[src/rtl/n4_serial_deserializer_pkg.sv]
// Shared definitions for the MSB-first serial deserializer:
// receiver state encoding and bit-counter width helpers.
package n4_serial_deserializer_pkg;

  typedef enum logic {
    ST_IDLE = 1'b0,
    ST_RECV = 1'b1
  } state_e;

  localparam int N_DEFAULT = 4;

  // Counter must be able to hold the value N itself, hence N+1 codes.
  function automatic int cnt_width(input int n);
    return $clog2(n + 1);
  endfunction

  localparam int CNT_W = cnt_width(N_DEFAULT);

endpackage

[src/rtl/n4_serial_deserializer_lshift.sv]
// Serial-input left shifter: new bit enters at the LSB so the first
// bit received ends up as the MSB once N bits have gone in.
module n_lshift_in #(
  parameter int N = 4
) (
  input  logic [N-1:0] i_sr,
  input  logic         i_sin,
  output logic [N-1:0] o_sr
);

  assign o_sr = {i_sr[N-2:0], i_sin};

endmodule

[src/rtl/n4_serial_deserializer.sv]
// Serial-in, parallel-out receiver with sof framing, a one-entry
// valid/ready holding register, and framing-error / overrun pulses.
module n4_serial_deserializer
  import n4_serial_deserializer_pkg::*;
#(
  parameter int N = 4
) (
  input  logic         clock,
  input  logic         reset,
  input  logic         sin,
  input  logic         sin_valid,
  input  logic         sof,
  output logic [N-1:0] z,
  output logic         z_valid,
  input  logic         z_ready,
  output logic         framing_err,
  output logic         overrun
);

  localparam int W_CNT = cnt_width(N);
  localparam logic [W_CNT-1:0] LAST_CNT = W_CNT'(N - 1);

  state_e           r_state, w_stateNext;
  logic [N-1:0]     r_sr, w_srNext, w_shift;
  logic [W_CNT-1:0] r_cnt, w_cntNext;
  logic [N-1:0]     r_z, w_zNext;
  logic             r_zValid, w_zValidNext;
  logic             r_framingErr, w_framingErrNext;
  logic             r_overrun, w_overrunNext;
  logic             w_complete;

  n_lshift_in #(.N(N)) u_shift (
    .i_sr  (r_sr),
    .i_sin (sin),
    .o_sr  (w_shift)
  );

  always_ff @(posedge clock) begin
    if (reset) begin
      r_state      <= ST_IDLE;
      r_sr         <= '0;
      r_cnt        <= '0;
      r_z          <= '0;
      r_zValid     <= 1'b0;
      r_framingErr <= 1'b0;
      r_overrun    <= 1'b0;
    end else begin
      r_state      <= w_stateNext;
      r_sr         <= w_srNext;
      r_cnt        <= w_cntNext;
      r_z          <= w_zNext;
      r_zValid     <= w_zValidNext;
      r_framingErr <= w_framingErrNext;
      r_overrun    <= w_overrunNext;
    end
  end

  always_comb begin
    w_stateNext      = r_state;
    w_srNext         = r_sr;
    w_cntNext        = r_cnt;
    w_complete       = 1'b0;
    w_framingErrNext = 1'b0;

    case (r_state)
      ST_IDLE: begin
        if (sin_valid) begin
          if (sof) begin
            w_srNext    = w_shift;
            w_cntNext   = W_CNT'(1);
            w_stateNext = ST_RECV;
          end else begin
            w_framingErrNext = 1'b1;
          end
        end
      end
      ST_RECV: begin
        if (sin_valid) begin
          w_srNext = w_shift;
          // A fresh sof restarts the word; the partial one is silently dropped.
          if (sof) begin
            w_cntNext = W_CNT'(1);
          end else if (r_cnt == LAST_CNT) begin
            w_complete  = 1'b1;
            w_cntNext   = '0;
            w_stateNext = ST_IDLE;
          end else begin
            w_cntNext = r_cnt + W_CNT'(1);
          end
        end
      end
      default: w_stateNext = ST_IDLE;
    endcase
  end

  always_comb begin
    w_zNext       = r_z;
    w_zValidNext  = r_zValid;
    w_overrunNext = 1'b0;
    // A completion always loads; overrun only if the old word was never taken.
    if (w_complete) begin
      w_zNext       = w_shift;
      w_zValidNext  = 1'b1;
      w_overrunNext = r_zValid && !z_ready;
    end else if (r_zValid && z_ready) begin
      w_zValidNext = 1'b0;
    end
  end

  assign z           = r_z;
  assign z_valid     = r_zValid;
  assign framing_err = r_framingErr;
  assign overrun     = r_overrun;

endmodule

[config.mk]
export PLATFORM = sky130hd
export DESIGN_NAME = n4_serial_deserializer
export DESIGN_NICKNAME = d
export VERILOG_FILES = /design/src/rtl/n4_serial_deserializer_pkg.sv /design/src/rtl/n4_serial_deserializer_lshift.sv /design/src/rtl/n4_serial_deserializer.sv
export SDC_FILE = /design/constraint.sdc
export NUM_CORES = 1
export LEC_CHECK = 0
export ABC_AREA = 1
export CAP_MARGIN = 30
export CORE_AREA = 2 2 39 41
export CTS_CLUSTER_DIAMETER = 200
export DETAILED_ROUTE_END_ITERATION = 10
export DIE_AREA = 0 0 41 43
export GPL_TIMING_DRIVEN = 0
export PLACE_DENSITY_LB_ADDON = 0.1
export REMOVE_ABC_BUFFERS = 1
export SLEW_MARGIN = 20
export SYNTH_ARGS = -nofsm -noshare
export SYNTH_HDL_FRONTEND = slang
export SYNTH_SLANG_ARGS = --single-unit
[constraint.sdc]
create_clock -name clock -period 1.8 [get_ports clock]
set_input_delay 0.18 -clock clock [delete_from_list [all_inputs] [get_ports clock]]
set_output_delay 0.18 -clock clock [all_outputs]
set_load 0.05 [all_outputs]
==> metrics.md, run 1 <==
| Metric | Value |
|---|---|
| Worst-skew pair later-pin latency | `0.27 ns` |
| Buffer and inverter count on the worst path | `1` |
| Critical path, cell by cell | `clkdlybuf4s50_1` |
| Syn Area/Cell | `7.913 µm²` |
| DP Area | `701.9 µm²` |
| Netlist Area Pre-Place | `561.8 µm²` |
| Vias in the first global route | `384` |
| Maximum vdd ir drop | `349.1 µV` |
| Worst Hold Depth | `2` |
| PwrDens | `815.0 mW/mm²` |
| Outcome | `complete, no violations` |
| Largest net degree at the start of global routing | `10` |
| Root buffer cell | `clkbuf_4` |
| DR DRC count | `0` |
| # IOs | `13` |
| Layout fillers | `143` |
| Reg2reg path depth | `6` |
| Die ar. | `0.001763 mm²` |
| Tot GR Track Use | `0.1342` |
| Die X | `41 µm` |
| Post-DR vias/cell | `4.379` |
| Setup Skew | `0.003628 ns` |
| Design area | `738.2 µm²` |
| Final setup fails | `0` |
| Fmax | `634.0 MHz` |
| CORE AREA | `0.001384 mm²` |
| Worst min path class | `flop to flop` |
| Iter 0 DRT Violations | `3` |
| Post-CTS Hold Fix Bufs | `0` |
| Initial antenna violation count | `0` |
| ANT cells | `0` |
| Layout area overhead | `31.40%` |
| Total number of yosys warnings | `0` |
| CP Max Fanout | `2` |
| RSZ-0062 raised after global routing | `no` |
| Crit path max-delay family | `buffers and inverters` |
| WP depth | `1` |
| CP required | `1.62 ns` |
| Fin crit share | `0.8762` |
| Post-cts sizing count | `0` |
| Post-DP HPWL | `695.8 µm` |
| CTS Buf Count | `3` |
| Post-CTS setup buffer count | `0` |
| Clk pin slew, worst setup/hold paths | `0.09 ns` |
| Crit path kind | `flop to output pin` |
| Maximum Capacitance Violations | `0` |
| DR WL/cell | `9.087 µm` |
| CTS tree | `built` |
| Worst path slowest cell | `clkdlybuf4s50_1` |
| Post-DRT Antenna Nets | `0` |
| #FFs+latches synth | `14` |
| Lkg Pwr | `0.3126 nW` |
| Synth unique cells | `15` |
| Slew @ Worst Pin | `0.4888 ns` |
| Net count, final | `95` |
| Tmin final | `1.577 ns` |
| Sequential element share of the synthesized area | `0.4989` |
| Critical path data arrival time | `1.40 ns` |
| CTS max path bufs | `2` |
| Max incr delay on CP | `0.79 ns` |
| Gpl congestion | `0.6617` |
| Row count | `14` |
| Via count | `451` |
| First-pass iteration count of the detailed router | `3` |
| CP endpoint kind | `output pin` |
| Layout cells sized above 1 | `0.1379` |
| H-tree levels | `1` |
| First-pass GRT wire length | `1.587 mm` |
| Pins Over Slew Limit | `0` |
| Final setup TNS | `0 ns` |
| GRT overflow | `0` |
| Final WL | `936 µm` |
| Final hold violation count | `0` |
| Startpoint Class | `flop` |
| Sink Count | `14` |
| Cells after synthesis | `71` |
| Initial core utilization | `0.4060` |
| Rel. slew slack | `0.6731` |
| PortBufs | `12` |
| Die Y | `43 µm` |
## placed cells by master, fill, tap and decap left out, drive strengths merged
cell / instances
clkbuf: 4
nand4: 1
clkdlybuf4s50: 12
a21oi: 3
nand2: 12
nand3b: 1
dfxtp: 14
ha: 1
nand3: 1
nor3: 3
inv: 10
nor2: 19
o21ai: 6
## power breakdown
| group | switching [mW] | internal (mW) | total (mW) | leakage, nW |
|---|---|---|---|---|
| registers | 0.00800 | 0.319 | 0.327 | 0.114 |
| logic | 0.0308 | 0.0233 | 0.0541 | 0.178 |
| clock network | 0.0978 | 0.123 | 0.221 | 0.0210 |
## registers in the layout, summed over array words and instances (netlist names)
register / count
r_cnt: 3
z_valid: 1
r_sr: 3
framing_err: 1
z: 4
r_state: 1
overrun: 1
## layout make-up
| type | count | area [µm²] | share of cell area |
|---|---|---|---|
| sequential | 14 | 280.3 | 0.3797 |
| tap | 16 | 20.02 | 0.02712 |
| multi-input combinational | 47 | 244.0 | 0.3305 |
| inverter | 10 | 37.54 | 0.05085 |
| clock buffer | 4 | 36.28 | 0.04915 |
| timing repair buffer | 12 | 120.1 | 0.1627 |
## routing by layer
layer | share of wire | vias to the layer above | GRT usage | wire [µm]
li1 | - | 253 | - | -
met1 | 0.48 | 188 | 0.1569 | 446
met2 | 0.47 | 8 | 0.2094 | 439
met3 | 0.042 | 2 | 0.03141 | 39
met4 | 0.012 | 0 | 0.08000 | 11
met5 | 0 | - | 0 | 0
## synthesized netlist by cell type, drive strengths merged
cell	number	area (µm²)
dfxtp	14	280.3
a21oi	3	15.01
o21ai	6	37.53
nor2	19	87.58
nor3	3	15.01
inv	10	37.53
nand2	12	45.04
ha	1	12.51
nand3	1	17.52
nand3b	1	7.510
nand4	1	6.260
## through the flow
step	hold WS [ns]	cells	power (mW)	setup WS, ns	utilization
2_1_floorplan	0.2491	71	0.3641	0.7750	-
3_3_place_gp	0.4335	99	0.3872	0.4493	0.5072
3_5_place_dp	0.4430	99	0.3884	0.4416	0.5072
4_1_cts	0.4562	103	0.6114	0.2049	0.5335
5_1_grt	0.4801	103	0.6360	0.1470	0.5335
6_report	0.4522	103	0.6017	0.2228	0.5335
## tightest hold or removal path, delay by kind of cell, from the launching register on
| kind | cells | cell delay (ns) |
|---|---|---|
| DFF | 1 | 0.31 |
| buffers and inverters | 1 | 0.06 |
| and+or+nand+nor | 1 | 0.05 |
## cell families (layout without fill, tap and decap cells)
kind of cell    Yosys count  in the layout  share of synthesized area
fa+ha+maj                 1              1                    0.02227
simple gates             37             37                     0.3185
flops                    14             14                     0.4989
buf+inv                  10             26                    0.06680
compound gates            9              9                    0.09352
## worst paths after layout
check | from | endpoint | slack [ns]
hold reg to reg | r_cnt[2] | r_cnt[2] | 0.45
setup reg to reg | r_cnt[0] | z[1] | 0.63
setup / recovery | z[3] | z[3] | 0.22
hold / removal | r_cnt[2] | r_cnt[2] | 0.45
No activity file was read; power rests on OpenSTA's default activity.
==> run 2: changes to the inputs <==
--- a/config.mk
+++ b/config.mk
@@ -6,7 +6,7 @@
 export NUM_CORES = 1
 export LEC_CHECK = 0
 export ABC_AREA = 1
-export CAP_MARGIN = 30
+export CAP_MARGIN = 40
 export CORE_AREA = 2 2 39 41
 export CTS_CLUSTER_DIAMETER = 200
 export DETAILED_ROUTE_END_ITERATION = 10
==> results of run 2 <==
Final layout, timing and power as in run 1 (identical DEF).
